`src/rtl/pipeline_pkg.sv`:
```
// Shared pipeline definitions: hazard FSM state encoding, NOP encoding, index widths.
package pipeline_pkg;

    localparam int unsigned REG_IDX_W = 5;
    localparam int unsigned FC_W      = 3;
    localparam logic [31:0] NOP_INSTR = 32'h0000_0013;

    typedef enum logic {
        ST_RUN   = 1'b0,
        ST_FLUSH = 1'b1
    } hz_state_e;

endpackage

```
`src/rtl/pipeline_hazard_ctrl_if.sv`:
```
// Hazard controller bus: pipeline-side hazard inputs and stall/flush controls.
interface pipeline_hazard_ctrl_if #(
    parameter int unsigned CNT_W = 32
);
    import pipeline_pkg::*;

    logic                 enable;
    logic [REG_IDX_W-1:0] id_rs1;
    logic [REG_IDX_W-1:0] id_rs2;
    logic                 id_uses_rs2;
    logic [REG_IDX_W-1:0] ex_rd;
    logic                 ex_mem_read;
    logic                 ex_redirect;
    logic                 cnt_clr;

    logic                 pc_en;
    logic                 if_id_en;
    logic                 id_ex_bubble;
    logic                 flush;
    logic                 busy_flush;
    logic [CNT_W-1:0]     stall_cnt;
    logic [CNT_W-1:0]     flush_cnt;

    modport master (
        output enable, id_rs1, id_rs2, id_uses_rs2, ex_rd, ex_mem_read, ex_redirect, cnt_clr,
        input  pc_en, if_id_en, id_ex_bubble, flush, busy_flush, stall_cnt, flush_cnt
    );

    modport slave (
        input  enable, id_rs1, id_rs2, id_uses_rs2, ex_rd, ex_mem_read, ex_redirect, cnt_clr,
        output pc_en, if_id_en, id_ex_bubble, flush, busy_flush, stall_cnt, flush_cnt
    );

endinterface

```
`src/rtl/sat_counter.sv`:
```
// Saturating up-counter with synchronous clear taking priority over increment.
module sat_counter #(
    parameter int unsigned W = 32
) (
    input  logic         clk,
    input  logic         arst_n,
    input  logic         en,
    input  logic         inc,
    input  logic         clr,
    output logic [W-1:0] count
);

    always_ff @(posedge clk or negedge arst_n) begin
        if (!arst_n) begin
            count <= '0;
        end else if (clr) begin
            count <= '0;
        end else if (en && inc && (count != {W{1'b1}})) begin
            count <= count + W'(1);
        end
    end

endmodule

```
`src/rtl/pipeline_hazard_ctrl.sv`:
```
// Load-use stall detection and multi-cycle wrong-path flush sequencing for the 5-stage pipeline.
module pipeline_hazard_ctrl
    import pipeline_pkg::*;
#(
    parameter int unsigned FLUSH_CYCLES = 3,
    parameter int unsigned CNT_W        = 32
) (
    input  logic                  clk,
    input  logic                  arst_n,
    pipeline_hazard_ctrl_if.slave hz
);

    hz_state_e       state_q, state_d;
    logic [FC_W-1:0] fc_q, fc_d;

    logic luse;
    logic pc_en_c;
    logic if_id_en_c;
    logic bubble_c;
    logic flush_c;
    logic stall_inc_c;
    logic flush_inc_c;

    // Load in EXE whose destination is read by the instruction in ID; x0 never hazards.
    assign luse = hz.ex_mem_read && (hz.ex_rd != '0) &&
                  ((hz.ex_rd == hz.id_rs1) || (hz.id_uses_rs2 && (hz.ex_rd == hz.id_rs2)));

    always_ff @(posedge clk or negedge arst_n) begin
        if (!arst_n) begin
            state_q <= ST_RUN;
            fc_q    <= '0;
        end else begin
            state_q <= state_d;
            fc_q    <= fc_d;
        end
    end

    // Redirect outranks load-use; the flush sequence ignores both hazard sources.
    always_comb begin
        state_d     = state_q;
        fc_d        = fc_q;
        pc_en_c     = 1'b0;
        if_id_en_c  = 1'b0;
        bubble_c    = 1'b0;
        flush_c     = 1'b0;
        stall_inc_c = 1'b0;
        flush_inc_c = 1'b0;

        if (hz.enable) begin
            case (state_q)
                ST_RUN: begin
                    if (hz.ex_redirect) begin
                        flush_c     = 1'b1;
                        flush_inc_c = 1'b1;
                        pc_en_c     = 1'b1;
                        if_id_en_c  = 1'b1;
                        if (FLUSH_CYCLES > 1) begin
                            state_d = ST_FLUSH;
                            fc_d    = FC_W'(FLUSH_CYCLES - 1);
                        end
                    end else if (luse) begin
                        bubble_c    = 1'b1;
                        stall_inc_c = 1'b1;
                    end else begin
                        pc_en_c    = 1'b1;
                        if_id_en_c = 1'b1;
                    end
                end
                ST_FLUSH: begin
                    flush_c    = 1'b1;
                    pc_en_c    = 1'b1;
                    if_id_en_c = 1'b1;
                    fc_d       = fc_q - FC_W'(1);
                    if (fc_q == FC_W'(1)) begin
                        state_d = ST_RUN;
                    end
                end
                default: begin
                    state_d = ST_RUN;
                    fc_d    = '0;
                end
            endcase
        end
    end

    assign hz.pc_en        = pc_en_c;
    assign hz.if_id_en     = if_id_en_c;
    assign hz.id_ex_bubble = bubble_c;
    assign hz.flush        = flush_c;
    assign hz.busy_flush   = (state_q == ST_FLUSH);

    sat_counter #(.W(CNT_W)) u_stall_cnt (
        .clk    (clk),
        .arst_n (arst_n),
        .en     (hz.enable),
        .inc    (stall_inc_c),
        .clr    (hz.cnt_clr),
        .count  (hz.stall_cnt)
    );

    sat_counter #(.W(CNT_W)) u_flush_cnt (
        .clk    (clk),
        .arst_n (arst_n),
        .en     (hz.enable),
        .inc    (flush_inc_c),
        .clr    (hz.cnt_clr),
        .count  (hz.flush_cnt)
    );

endmodule

```
`src/flat_wrapper.sv`:
```
// flat-port wrapper written by rule: the top's interface ports become plain ports
module pipeline_hazard_ctrl_flat import pipeline_pkg::*;
#(
    parameter int unsigned FLUSH_CYCLES = 3,
    parameter int unsigned CNT_W        = 32
)
  (clk, arst_n, hz_enable, hz_id_rs1, hz_id_rs2, hz_id_uses_rs2, hz_ex_rd, hz_ex_mem_read, hz_ex_redirect, hz_cnt_clr, hz_pc_en, hz_if_id_en, hz_id_ex_bubble, hz_flush, hz_busy_flush, hz_stall_cnt, hz_flush_cnt);
  pipeline_hazard_ctrl_if #(.CNT_W(CNT_W)) hz_i ();
  input  logic clk;
  input  logic arst_n;
  input wire logic [$bits(hz_i.enable)-1:0] hz_enable;
  input wire logic [$bits(hz_i.id_rs1)-1:0] hz_id_rs1;
  input wire logic [$bits(hz_i.id_rs2)-1:0] hz_id_rs2;
  input wire logic [$bits(hz_i.id_uses_rs2)-1:0] hz_id_uses_rs2;
  input wire logic [$bits(hz_i.ex_rd)-1:0] hz_ex_rd;
  input wire logic [$bits(hz_i.ex_mem_read)-1:0] hz_ex_mem_read;
  input wire logic [$bits(hz_i.ex_redirect)-1:0] hz_ex_redirect;
  input wire logic [$bits(hz_i.cnt_clr)-1:0] hz_cnt_clr;
  output wire logic [$bits(hz_i.pc_en)-1:0] hz_pc_en;
  output wire logic [$bits(hz_i.if_id_en)-1:0] hz_if_id_en;
  output wire logic [$bits(hz_i.id_ex_bubble)-1:0] hz_id_ex_bubble;
  output wire logic [$bits(hz_i.flush)-1:0] hz_flush;
  output wire logic [$bits(hz_i.busy_flush)-1:0] hz_busy_flush;
  output wire logic [$bits(hz_i.stall_cnt)-1:0] hz_stall_cnt;
  output wire logic [$bits(hz_i.flush_cnt)-1:0] hz_flush_cnt;
  assign hz_i.enable = hz_enable;
  assign hz_i.id_rs1 = hz_id_rs1;
  assign hz_i.id_rs2 = hz_id_rs2;
  assign hz_i.id_uses_rs2 = hz_id_uses_rs2;
  assign hz_i.ex_rd = hz_ex_rd;
  assign hz_i.ex_mem_read = hz_ex_mem_read;
  assign hz_i.ex_redirect = hz_ex_redirect;
  assign hz_i.cnt_clr = hz_cnt_clr;
  assign hz_pc_en = hz_i.pc_en;
  assign hz_if_id_en = hz_i.if_id_en;
  assign hz_id_ex_bubble = hz_i.id_ex_bubble;
  assign hz_flush = hz_i.flush;
  assign hz_busy_flush = hz_i.busy_flush;
  assign hz_stall_cnt = hz_i.stall_cnt;
  assign hz_flush_cnt = hz_i.flush_cnt;
  pipeline_hazard_ctrl #(.FLUSH_CYCLES(FLUSH_CYCLES), .CNT_W(CNT_W)) u_core (.clk(clk), .arst_n(arst_n), .hz(hz_i));
endmodule
```
`config.mk`:
```
export PLATFORM = sky130hd
export DESIGN_NAME = pipeline_hazard_ctrl_flat
export DESIGN_NICKNAME = d
export VERILOG_FILES = /design/src/rtl/pipeline_pkg.sv /design/src/rtl/pipeline_hazard_ctrl_if.sv /design/src/rtl/sat_counter.sv /design/src/rtl/pipeline_hazard_ctrl.sv /design/src/flat_wrapper.sv
export SDC_FILE = /design/constraint.sdc
export NUM_CORES = 1
export LEC_CHECK = 0
export ABC_CLOCK_PERIOD_IN_PS = 3500
export CAP_MARGIN = 20
export CORE_AREA = 2 2 91 93
export DETAILED_ROUTE_END_ITERATION = 7
export DIE_AREA = 0 0 93 95
export HOLD_SLACK_MARGIN = 0.08
export PLACE_DENSITY_LB_ADDON = 0.15
export SYNTH_ARGS = -nofsm -noshare
export SYNTH_HDL_FRONTEND = slang
export SYNTH_SLANG_ARGS = --single-unit
```
`constraint.sdc`:
```
create_clock -name clk -period 3.5 [get_ports clk]
set_clock_uncertainty 0.1 [all_clocks]
set_input_delay 0.875 -clock clk [delete_from_list [all_inputs] [get_ports clk]]
set_output_delay 0.875 -clock clk [all_outputs]
set_load 0.05 [all_outputs]
```
# [Yosys cells after proc, flatten, opt, wreduce, memory -nomap -nowiden]
# Cells that the tools add are included.
[op_classes] addsub=3 n_eq_ne=6 mux=21 n_bitwise=1 n_reduce_logical=12
[ops] cell="two-way mux 32 bit" count=4
[ops] cell="adder 32 x 1 -> 32 bit, second input constant" count=2
[ops] cell="!= test 32 bit, second input constant" count=2
[ops] cell="two-way mux 1 bit" count=12
[ops] cell="equality test 5 bit" count=2
[ops] cell="logical AND 1 bit" count=7
[ops] cell="one-hot mux 1 bit (2 select lines)" count=3
[ops] cell="one-hot mux 3 bit (2 select lines)" count=1
[ops] cell="nonzero test 5 bit" count=1
[ops] cell="nonzero test 2 bit" count=2
[ops] cell="equality test 3 x 1 -> 1 bit, second input constant" count=1
[ops] cell="two-way mux 3 bit" count=1
[ops] cell="subtractor 3 x 1 -> 3 bit, second input constant" count=1
[ops] cell="!= test 2 bit, second input constant" count=1
[ops] cell="AND reduction 2 bit" count=1
[ops] cell="logical OR 1 bit" count=1
[ops] cell="inverter 1 bit" count=1
[totals] regBits=68 out_inout_bits=69

# [Logic depth before layout (Yosys ltp)]
[logic_depth] word_depth=12 ltp_mapped=9 mapped_depth_nobuf=7

# [Modules after synthesis]
# From an unflattened synthesis, not the netlist that was laid out.
[unflattened] hier_cells=426 hier_area_um2=3905.0
[modules_own_cells] mod="sat_counter" n_inst=2 cells_per_inst=193 area_each_um2=1769.2 seq_area_each_um2=800.8
[modules_own_cells] mod="pipeline_hazard_ctrl" n_inst=1 cells_per_inst=40 area_each_um2=366.6 seq_area_each_um2=100.1

# [Worst setup path before layout]
# No wires, ideal clock.
[synth_path] path_type="input port to output port" from="input port hz_ex_rd[0]" to="output port hz_id_ex_bubble" arrival_time_ns=2.377 required_time_ns=2.525 path_slack_ns=0.148 cell_stages=7 n_path_buf=2 cell_sequence="or4_1 > nor2_1 > nor2_1 > nand2_1 > buf_2 > buf_1 > inv_1"
[synth_via] elab_chain_cells=8
[synth_rtl] element="start: declaration" line_no="flat_wrapper.sv:15" text="input wire logic [$bits(hz_i.ex_rd)-1:0] hz_ex_rd;"
[synth_rtl] element="equality test 5 bit" line_no="pipeline_hazard_ctrl.sv:26" text="((hz.ex_rd == hz.id_rs1) || (hz.id_uses_rs2 && (hz.ex_rd == hz.id_rs2)));"
[synth_rtl] element="logical AND 1 bit" line_no="pipeline_hazard_ctrl.sv:26"
[synth_rtl] element="logical OR 1 bit" line_no="pipeline_hazard_ctrl.sv:26"
[synth_rtl] element="logical AND 1 bit (*)" line_no="pipeline_hazard_ctrl.sv:25" text="assign luse = hz.ex_mem_read && (hz.ex_rd != '0) &&"
[synth_rtl] element="two-way mux 1 bit (*)" line_no="pipeline_hazard_ctrl.sv:61" text="end else if (luse) begin"
[synth_rtl] element="two-way mux 1 bit (*)" line_no="pipeline_hazard_ctrl.sv:52" text="if (hz.ex_redirect) begin"
[synth_rtl] element="two-way mux 1 bit (*)" line_no="pipeline_hazard_ctrl.sv:50" text="case (state_q)"
[synth_rtl] element="two-way mux 1 bit (*)" line_no="pipeline_hazard_ctrl.sv:49" text="if (hz.enable) begin"
[synth_rtl] element="end: declaration" line_no="flat_wrapper.sv:21" text="output wire logic [$bits(hz_i.id_ex_bubble)-1:0] hz_id_ex_bubble;"
# Every way passes the cells marked *; elsewhere a longest branch is shown, timed or not.

# [Worst setup path in the final report]
[layout_path] from="input port hz_ex_rd[3]" to="output port hz_pc_en"
[layout_via] elab_chain_cells=8
[layout_rtl] element="equality test 5 bit" line_no="pipeline_hazard_ctrl.sv:26"
[layout_rtl] element="logical AND 1 bit" line_no="pipeline_hazard_ctrl.sv:26"
[layout_rtl] element="logical OR 1 bit" line_no="pipeline_hazard_ctrl.sv:26"
[layout_rtl] element="logical AND 1 bit (*)" line_no="pipeline_hazard_ctrl.sv:25"
[layout_rtl] element="two-way mux 1 bit (*)" line_no="pipeline_hazard_ctrl.sv:61"
[layout_rtl] element="two-way mux 1 bit (*)" line_no="pipeline_hazard_ctrl.sv:52"
[layout_rtl] element="one-hot mux 1 bit (2 select lines) (*)" line_no="pipeline_hazard_ctrl.sv:50"
[layout_rtl] element="two-way mux 1 bit (*)" line_no="pipeline_hazard_ctrl.sv:49"
[layout_rtl] element="end: declaration" line_no="flat_wrapper.sv:19" text="output wire logic [$bits(hz_i.pc_en)-1:0] hz_pc_en;"
# Marks and branches as above.

==> metrics.yaml <==
synth_cell_types: 48
hold_path_class: "in2async"
cts_hold_buf: 0
drv_cap: 0
wirelength_mm: 9.60
design_area_um2: 5210
syn-num-nets: 466
coreArea_um2: 7930
num_vias: 3631
finalHoldViolCount: 0
syn-cell-area_um2: 3950
start_util_pct: 49.8
fin_crit_sh_pct: 97.7
powerDensity_nw_per_um2: 325
drcViolationCount: 0
final.setup.tns_ns: 0
path_class: "in2out"
clockBufferDepth: 2
cp.required_ns: 2.52
grt_pass1_wl_mm: 16.4
drive_gt1_share_pct: 9.67
seq_area_frac_synth_pct: 43.1
synth.largest_area_cell: "dfrtp_1"
power_uw: 1690
antenna_found_initial: 0
drtAntennaViolNets: 0
grt_max_degree: 47
yosys_most_used_dff: "dfrtp_1"
die_x_um: 93
syn_to_final_growth_pct: 32.0
synth.area.top_cells: "dfrtp_1, xnor2_1, nor2_1"
die_area_um2: 8840
cp_max_fo: 2
synthCells: 440
dp_hpwl_mm: 6.92
clock_sinks: 68
cts_tree: "yes"
clk_latency_ns: 0.34
gp_congestion: 0.812
io_pins: 91
startpoint_type: "primary input"
p_leak_uw: 0.00190
firstDrtPassIters: 5
synth-seq-cells: 68
drt_iter0_markers: 209
synth-edff-count: 0
synthArstFlopShare_pct: 100
finish.utilization_pct: 65.7
grt_pass1_vias: 3461
diodes: 0
htreeDepth: 3
synth_top_area_share_pct: 43.1
clk_pin_slew_ns: 0.08
wire_per_inst_um: 14.9
worstMarginPinSlew_ns: 0.864
cts_made_buffers: 9
syn_avg_cell_area_um2: 8.97
max_freq_ghz: 0.293
relSlewSlack_pct: 42.4
io_buffers: 90
die_y_um: 95
crit_arrival_ns: 2.44
cts_setup_buffers: 0
post_dp_cell_area_um2: 5000
rr_worst_depth: 7
row_count: 33
setup_violations: 0
irDropWorstVdd_v: 0.000197
root_buffer: "clkbuf_8"
track_usage_pct: 22.8
layout.nets: 559
end_kind: "output port"
slew_violations: 0
status: "complete, no violations"
synth_warnings: 0
vias_per_cell: 5.65
grt_overflow_total: 0
finalCriticalPeriod_ns: 3.42
## worst max-delay path: stages
cell             delay [ns]
clkdlybuf4s50_1        0.44
buf_4                  0.16
xnor2_1                0.14
nand3_1                0.10
o22ai_2                0.21
o2111ai_1              0.11
and2_2                 0.25
buf_12                 0.16
## layout make-up
| class | instances | area (um^2) |
|---|---|---|
| clock buffers | 9 | 124 |
| clock inverters | 7 | 67.6 |
| repair buffers | 99 | 1010 |
| flip-flops and latches | 68 | 1700 |
| inverters | 9 | 33.8 |
| multi-input cells | 346 | 2130 |
| well taps | 105 | 131 |
| fillers | 678 | 2720 |
## cell usage in the layout, fill, tap and decap left out, types with 3 or more instances in the layout
cell             count
buf_12               5
nand2_1             36
inv_1                9
or4_1               17
nor3_1              16
dfrtp_1             68
nand3_1             28
clkbuf_8             9
xnor2_1             29
clkdlybuf4s50_1     83
o21ai_0             13
o31ai_1             16
xor2_1               9
mux2_2               7
and3_1               6
clkinv_2             3
clkinvlp_4           3
buf_4                8
nand4_1             22
ha_1                 4
nor2_1              52
or3_1               12
nor4_1               9
nor2b_1              9
a21oi_1             29
## registers in the layout, indices dropped and copies added (netlist names)
name / count
u_core.hz.busy_flush: 1
u_core.u_flush_cnt.count: 32
u_core.fc_q: 3
u_core.u_stall_cnt.count: 32
## through the flow
step / setup slack [ns] / hold WS (ns) / instances
after global placement: 0.00805 / 0.436 / 627
after CTS: 0.0154 / 0.349 / 643
after global routing: -0.00378 / 0.357 / 643
final: 0.0818 / 0.339 / 643
after detailed placement: -0.0542 / 0.444 / 627
after floorplan: 0.148 / 0.419 / 440
## per-layer routing
metal	wire length [um]	GRT usage, %	vias up
li1	-	-	1785
met1	4350	30.7	1730
met2	4700	38.5	103
met3	448	3.59	13
met4	105	6.50	0
met5	0	0	-
## cells in the mapped netlist, types with 2 or more instances
master     n
xnor2_1   29
nand3_1   28
buf_2      3
xor2_1     9
o41ai_1    2
nor3_1    16
nor4_1     9
inv_1      9
clkbuf_1   8
o21ai_0   13
nand4_1   22
nor2_1    52
buf_6      2
and2_1     2
nand2_1   36
a21oi_1   29
o31ai_1   16
buf_1      3
or3_1     12
or4_1     18
and4_1     2
or2_1      2
nand3b_1   2
mux2_2     7
dfrtp_1   68
nor2b_1    9
ha_1       4
nor3_2     2
a31oi_1    2
and3_1     6
## final timing paths
| path | slack [ns] | startpoint | to |
|---|---|---|---|
| max reg2reg | 1.11 | u_core.u_flush_cnt.count[0] | u_core.u_flush_cnt.count[21] |
| min in group clk | 0.46 | u_core.fc_q[1] | u_core.fc_q[1] |
| max | 0.08 | hz_ex_rd[3] | hz_pc_en |
| max in group asynchronous | 2.21 | arst_n | u_core.u_flush_cnt.count[30] |
| min | 0.34 | arst_n | u_core.u_stall_cnt.count[20] |
| min reg2reg | 0.46 | u_core.fc_q[1] | u_core.fc_q[1] |
## kinds of logic after synthesis
kind of cell               synth area share (%)
AOI/OAI and AO/OA                          9.64
xor gates and xnor gates                   8.44
adders and majority gates                  1.27
buffers and inverters                      3.04
DFF                                        43.1
muxes                                      2.25
and+or+nand+nor                            32.2
## repair_timing
action                     4_1_cts  5_1_grt
setup endpoints to repair        2        3
cloned                           0        0
resized for setup                1        3
## where the power goes
group	total [uW]	internal [uW]	switching, uW	leakage, uW
Sequential	831	809	22.5	0.000941
Clock	637	325	313	0.0000910
Combinational	224	95.7	129	0.000866
Note: power is estimated with default switching activity, not from simulation.
